===== src/rtl/ssg_field_ser_pkg.sv =====
// Shared defaults, field-length helper, FSM encodings and LFSR tap positions
// for the SIGNAL-field serializer.
package ssg_field_ser_pkg;

    localparam int DEF_TYPE_W = 4;
    localparam int DEF_LEN_W  = 12;
    localparam int DEF_TAIL_W = 6;
    localparam int DEF_SEED_W = 6;
    localparam logic [5:0] DEF_SEED_INIT = 6'h2D;

    localparam logic [0:0] ST_IDLE  = 1'b0;
    localparam logic [0:0] ST_SHIFT = 1'b1;

    // Tap positions counted down from the seed MSB: seed[W-1] ^ seed[W-2].
    localparam int LFSR_TAP_HI = 1;
    localparam int LFSR_TAP_LO = 2;

    function automatic int field_len(input int type_w, input int len_w, input int tail_w);
        return type_w + 1 + len_w + 1 + tail_w;
    endfunction

endpackage


===== src/rtl/ssg_seed_lfsr.sv =====
// Per-frame scrambler seed generator: Fibonacci LFSR shifting left, advanced
// once per accepted frame, guarded so it can never start at or reach zero.
module ssg_seed_lfsr
    import ssg_field_ser_pkg::*;
#(
    parameter int                SEED_W    = DEF_SEED_W,
    parameter logic [SEED_W-1:0] SEED_INIT = DEF_SEED_INIT
) (
    input  logic              clk,
    input  logic              rst,
    input  logic              adv,
    output logic [SEED_W-1:0] seed_next
);

    localparam logic [SEED_W-1:0] INIT_FIX = (SEED_INIT == '0) ? SEED_W'(1) : SEED_INIT;

    logic [SEED_W-1:0] seed_q;
    logic [SEED_W-1:0] seed_d;
    logic [SEED_W-1:0] stepped;
    logic              feedback;

    always_comb begin
        feedback  = seed_q[SEED_W-LFSR_TAP_HI] ^ seed_q[SEED_W-LFSR_TAP_LO];
        stepped   = {seed_q[SEED_W-2:0], feedback};
        seed_next = (stepped == '0) ? SEED_W'(1) : stepped;
        seed_d    = adv ? seed_next : seed_q;
    end

    always_ff @(posedge clk) begin
        if (rst) begin
            seed_q <= INIT_FIX;
        end else begin
            seed_q <= seed_d;
        end
    end

endmodule


===== src/rtl/ssg_field_ser.sv =====
// SIGNAL-field serializer: accepts a type/length descriptor and emits
// type, reserved, length, even parity and a zero tail LSB-first with backpressure.
module ssg_field_ser
    import ssg_field_ser_pkg::*;
#(
    parameter int                TYPE_W    = DEF_TYPE_W,
    parameter int                LEN_W     = DEF_LEN_W,
    parameter int                TAIL_W    = DEF_TAIL_W,
    parameter int                SEED_W    = DEF_SEED_W,
    parameter logic [SEED_W-1:0] SEED_INIT = DEF_SEED_INIT
) (
    input  logic              ssg_clk,
    input  logic              ssg_rst,
    input  logic [TYPE_W-1:0] ssg_di_type,
    input  logic [LEN_W-1:0]  ssg_di_len,
    input  logic              ssg_di_vld,
    output logic              ssg_di_rdy,
    output logic              ssg_do,
    output logic              ssg_do_vld,
    input  logic              ssg_do_rdy,
    output logic              ssg_do_last,
    output logic [SEED_W-1:0] ssg_do_init,
    output logic              ssg_err
);

    localparam int N     = field_len(TYPE_W, LEN_W, TAIL_W);
    localparam int CNT_W = $clog2(N + 1);

    logic [0:0]        state_q, state_d;
    logic [N-1:0]      shreg_q, shreg_d;
    logic [CNT_W-1:0]  cnt_q, cnt_d;
    logic [SEED_W-1:0] init_q, init_d;
    logic              err_q, err_d;
    logic              seed_adv;
    logic [SEED_W-1:0] seed_next;
    logic              parity;

    ssg_seed_lfsr #(
        .SEED_W   (SEED_W),
        .SEED_INIT(SEED_INIT)
    ) u_seed (
        .clk      (ssg_clk),
        .rst      (ssg_rst),
        .adv      (seed_adv),
        .seed_next(seed_next)
    );

    assign parity      = (^ssg_di_type) ^ (^ssg_di_len);
    assign ssg_di_rdy  = (state_q == ST_IDLE) && !ssg_rst;
    assign ssg_do_vld  = (state_q == ST_SHIFT);
    assign ssg_do      = ssg_do_vld & shreg_q[0];
    assign ssg_do_last = ssg_do_vld && (cnt_q == CNT_W'(N - 1));
    assign ssg_do_init = init_q;
    assign ssg_err     = err_q;

    // Zero-length descriptors are consumed but produce only an error pulse.
    always_comb begin
        state_d  = state_q;
        shreg_d  = shreg_q;
        cnt_d    = cnt_q;
        init_d   = init_q;
        err_d    = 1'b0;
        seed_adv = 1'b0;
        case (state_q)
            ST_IDLE: begin
                if (ssg_di_vld) begin
                    if (ssg_di_len != '0) begin
                        shreg_d  = {{TAIL_W{1'b0}}, parity, ssg_di_len, 1'b0, ssg_di_type};
                        cnt_d    = '0;
                        seed_adv = 1'b1;
                        init_d   = seed_next;
                        state_d  = ST_SHIFT;
                    end else begin
                        err_d = 1'b1;
                    end
                end
            end
            ST_SHIFT: begin
                if (ssg_do_rdy) begin
                    shreg_d = {1'b0, shreg_q[N-1:1]};
                    cnt_d   = cnt_q + CNT_W'(1);
                    if (ssg_do_last) begin
                        state_d = ST_IDLE;
                    end
                end
            end
            default: state_d = ST_IDLE;
        endcase
    end

    always_ff @(posedge ssg_clk) begin
        if (ssg_rst) begin
            state_q <= ST_IDLE;
            shreg_q <= '0;
            cnt_q   <= '0;
            init_q  <= SEED_INIT;
            err_q   <= 1'b0;
        end else begin
            state_q <= state_d;
            shreg_q <= shreg_d;
            cnt_q   <= cnt_d;
            init_q  <= init_d;
            err_q   <= err_d;
        end
    end

endmodule


===== config.mk =====
export PLATFORM = sky130hd
export DESIGN_NAME = ssg_field_ser
export DESIGN_NICKNAME = d
export VERILOG_FILES = /design/src/rtl/ssg_field_ser_pkg.sv /design/src/rtl/ssg_seed_lfsr.sv /design/src/rtl/ssg_field_ser.sv
export SDC_FILE = /design/constraint.sdc
export NUM_CORES = 1
export LEC_CHECK = 0
export CORE_MARGIN = 10
export CORE_UTILIZATION = 34
export CTS_CLUSTER_DIAMETER = 100
export DETAILED_ROUTE_END_ITERATION = 10
export GPL_TIMING_DRIVEN = 0
export PLACE_DENSITY_LB_ADDON = 0.1
export SLEW_MARGIN = 5
export SYNTH_ARGS = -nofsm -noshare
export SYNTH_HDL_FRONTEND = slang
export SYNTH_HIERARCHICAL = 1
export SYNTH_SLANG_ARGS = --single-unit

===== constraint.sdc =====
create_clock -name ssg_clk -period 2 [get_ports ssg_clk]
set_input_delay 0.4 -clock ssg_clk [delete_from_list [all_inputs] [get_ports ssg_clk]]
set_output_delay 0.4 -clock ssg_clk [all_outputs]
set_load 0.05 [all_outputs]

==> impl_metrics.prom <==
# TYPE chip_impl_metric gauge
chip_impl_metric{name="detailroute.via_count",unit=""} 1492
chip_impl_metric{name="switching_share",unit="%"} 28.44
chip_impl_metric{name="clk_transition_reported_paths",unit="ps"} 80
chip_impl_metric{name="synth_seq_cells",unit=""} 37
chip_impl_metric{name="clk_latency",unit="ps"} 290
chip_impl_metric{name="worstMarginPinSlew",unit="ps"} 575.7
chip_impl_info{name="min-delay-path-class",value="reg -> reg"} 1
chip_impl_metric{name="grtUsageTotal",unit="%"} 10.57
chip_impl_metric{name="finalHoldViolations",unit=""} 0
chip_impl_info{name="clockRootBuffer",value="clkbuf_8"} 1
chip_impl_metric{name="fp.dieH",unit="µm"} 94.77
chip_impl_metric{name="yosys.area.top_type_share",unit="%"} 38.97
chip_impl_metric{name="report.final.setup_viol",unit=""} 0
chip_impl_metric{name="routed_wl",unit="µm"} 4432
chip_impl_metric{name="final_antenna_net_count",unit=""} 0
chip_impl_metric{name="cts_max_path_buffers",unit=""} 2
chip_impl_info{name="status",value="complete, no violations"} 1
chip_impl_metric{name="layout-drive-gt1-share",unit="%"} 16.10
chip_impl_info{name="tritoncts",value="done"} 1
chip_impl_metric{name="post_synth_inst_count",unit=""} 199
chip_impl_info{name="kind_of_critical_path",value="in -> reg"} 1
chip_impl_metric{name="grt_max_degree",unit=""} 14
chip_impl_metric{name="intPower",unit="mW"} 1.381
chip_impl_metric{name="layout-area-overhead-vs-synth",unit="%"} 26.07
chip_impl_metric{name="detail_route.iter0.violations",unit=""} 56
chip_impl_metric{name="dp.cells",unit=""} 301
chip_impl_metric{name="pwr-share-clk",unit="%"} 32.3
chip_impl_metric{name="number_of_top_level_pins",unit=""} 31
chip_impl_metric{name="start_util",unit="%"} 34.73
chip_impl_metric{name="area.sequential",unit="µm²"} 740.7
chip_impl_metric{name="fin_cells",unit=""} 308
chip_impl_metric{name="core_area",unit="µm²"} 5473
chip_impl_metric{name="gp_congestion",unit=""} 0.7636
chip_impl_metric{name="fmaxAchievable",unit="GHz"} 0.5088
chip_impl_info{name="cpMaxStageDelayCell",value="clkdlybuf4s50_1"} 1
chip_impl_info{name="critical-path-top-delay-family",value="buffers and inverters"} 1
chip_impl_metric{name="multi_input_area",unit="µm²"} 1030
chip_impl_info{name="post_synth_main_area_contributors",value="dfxtp_1 39%, mux2i_1 9.5%, a221oi_2 7.9%"} 1
chip_impl_metric{name="routed_wire_length_per_instance",unit="µm"} 14.39
chip_impl_metric{name="globalRoute.totalOverflow",unit=""} 0
chip_impl_metric{name="num_antenna_cells",unit=""} 0
chip_impl_metric{name="post_synth_instance_area",unit="µm²"} 1901
chip_impl_metric{name="critical_path_data_required_time",unit="ps"} 2180
chip_impl_metric{name="vias_per_cell",unit=""} 4.844
chip_impl_metric{name="crit_buf_inv",unit=""} 4
chip_impl_metric{name="num-fill-cells",unit=""} 578
chip_impl_metric{name="power_frac_comb",unit="%"} 24.3
chip_impl_metric{name="die_width",unit="µm"} 94.77
chip_impl_metric{name="syn_area_per_cell",unit="µm²"} 9.551
chip_impl_metric{name="cts-buffers-inserted",unit=""} 5
chip_impl_metric{name="crit_path_arrival_time",unit="ps"} 2140
chip_impl_metric{name="port_buffers",unit=""} 30
chip_impl_metric{name="yosysWarningCount",unit=""} 6
chip_impl_metric{name="max-vdd-ir-drop",unit="mV"} 0.4748
chip_impl_metric{name="drc",unit=""} 0
chip_impl_metric{name="power_per_cell_area",unit="nW/µm²"} 805.7
chip_impl_info{name="cell_chain_critical_path",value="clkdlybuf4s50_1, inv_1, ha_1, nand4_2, o21ai_4, inv_2, clkbuf_4, nor2b_1, a211o_2"} 1
chip_impl_info{name="worst_setup_path_end_kind",value="flip-flop"} 1
chip_impl_metric{name="power",unit="mW"} 1.930
chip_impl_metric{name="mappedNetlistNets",unit=""} 226
chip_impl_info{name="rsz0062_at_grt",value="yes"} 1
chip_impl_info{name="synth_top_cell_by_area",value="dfxtp_1"} 1
chip_impl_metric{name="power.switching",unit="µW"} 549.1
chip_impl_metric{name="power.sequential.fraction",unit="%"} 43.4
chip_impl_metric{name="drt-pass1-iter-count",unit=""} 4
chip_impl_metric{name="cts.htree.levels",unit=""} 2
chip_impl_metric{name="timing_max_transition_violations_final",unit=""} 0
chip_impl_metric{name="critPathMaxStageDelay",unit="ps"} 490
chip_impl_metric{name="design.final.nets",unit=""} 263
chip_impl_metric{name="max_cap_violations",unit=""} 0
chip_impl_metric{name="die_footprint",unit="µm²"} 8980
chip_impl_metric{name="static-leakage-power",unit="nW"} 0.9712
chip_impl_metric{name="final_clock_period_utilization_by_the_worst_path",unit="%"} 98.28
chip_impl_metric{name="synth.lib_cells_used.distinct",unit=""} 35
chip_impl_metric{name="cts_num_sinks",unit=""} 37
chip_impl_metric{name="number_of_global_route_vias_before_repair",unit=""} 1570
chip_impl_metric{name="critical_path_peak_fanout",unit=""} 13
chip_impl_metric{name="max_slew_margin",unit="%"} 61.62
chip_impl_metric{name="worst_clock_skew",unit="ps"} 5.565
chip_impl_metric{name="grt_pass1_wl",unit="µm"} 7603
chip_impl_info{name="cp-start-kind",value="primary input"} 1
chip_impl_metric{name="number_of_placement_rows",unit=""} 27
chip_impl_metric{name="timing.final.crit_period",unit="ps"} 1966
chip_impl_metric{name="yosysSeqAreaShare",unit="%"} 38.97
chip_impl_metric{name="detail_placement_hpwl",unit="µm"} 3237
chip_impl_metric{name="grt_antenna_before_repair",unit=""} 0
## through the flow
stage               utilization [%]  cell area, µm²  worst slack [ps]  hold WS, ps  setup TNS, ps
finish                        43.78            2396             34.45        462.0              0
floorplan                         -            1901             57.48        436.7              0
global placement              41.86            2291            -808.8        455.0          -8980
CTS                           44.01            2409             15.79        463.9              0
global route                  43.78            2396            -50.09        473.0         -255.9
detailed placement            41.86            2291            -792.3        449.6          -8288
## cell usage in the layout (no fill, tap or decap), types with 6 or more instances in the layout
cell	count
nor2_1	21
inv_1	12
nand2_1	18
clkbuf_1	8
a221oi_1	6
mux2i_1	18
dfxtp_1	37
ha_1	7
clkdlybuf4s50_1	25
a21oi_1	7
xnor2_1	6
a221oi_2	10
## flip-flops by register name, summed over array words and instances (netlist names)
name           count
cnt_q              5
shreg_q           18
ssg_do_init        6
ssg_do_vld         1
ssg_err            1
u_seed/seed_q      6
## cells in the mapped netlist, drive strengths merged
cell type  instances
a211o              4
a221oi            16
mux2i             18
buf                7
dfxtp             37
nor2              21
nand3              3
xnor3              1
a211oi             1
nand4              3
clkbuf            10
nand2b             1
xor2               4
nand2             19
nor3               3
ha                 7
and2               4
or4                1
nor2b              5
o21ai              1
nor4b              1
a21oi              8
inv               13
nand3b             4
and4b              1
xnor2              6
## logic make-up after synthesis
family	synth area share, %
AND/OR/NAND/NOR	17.77
flip-flops	38.97
AO/OA/AOI/OAI	16.52
buffers and inverters	6.846
multiplexers	9.480
XOR/XNOR	5.793
adder cells (fa/ha/maj)	4.608
## routing by layer
layer | part of all wire, % | track usage, %
met5 | 0 | 0
met2 | 48 | 17.68
met1 | 46 | 12.47
met4 | 1.1 | 2.993
met3 | 5.1 | 3.807
## final cells by class
| type | instances | share of cell area [%] |
|---|---|---|
| multi-input combinational | 132 | 42.98 |
| sequential | 37 | 30.91 |
| timing repair buffer | 31 | 12.48 |
| tap | 72 | 3.760 |
| buffer | 16 | 3.499 |
| clock buffer | 5 | 2.872 |
| inverter | 13 | 2.037 |
| clock inverter | 2 | 1.462 |
## timing repair
item,in CTS,in global routing
gates resized for setup,17,4
buffers inserted,1,0
hold buffers,0,0
pin swaps,1,0
endpoints found under the setup margin,9,13
## path summary, 6_finish.rpt
path | cells past startpoint | to | slack (ps) | start
worst max-delay path | 9 | u_seed/seed_q[3]$_SDFFE_PP1P_ | 30 | ssg_di_len[10]
worst max register to register | 6 | u_seed/seed_q[3]$_SDFFE_PP1P_ | 390 | ssg_do_vld$_SDFF_PP0_
worst min register to register | 2 | ssg_do_init[1]$_SDFFE_PP0P_ | 460 | ssg_do_init[1]$_SDFFE_PP0P_
worst min-delay path | 2 | ssg_do_init[1]$_SDFFE_PP0P_ | 460 | ssg_do_init[1]$_SDFFE_PP0P_
## worst min-delay path: stages, from the launching register on
cell     delay, ps
dfxtp_1        320
nand2_1         50
a21oi_1         50
## power by group through the flow
stage                     clock network (mW)  registers (mW)  logic (mW)
final                                  0.623           0.838       0.469
after detailed placement                   0           0.856       0.473
after global placement                     0           0.857       0.473
after floorplan                            0           0.890       0.299
after global routing                   0.679           0.848       0.513
after CTS                              0.648           0.839       0.477
(Power assumes the default switching activity.)
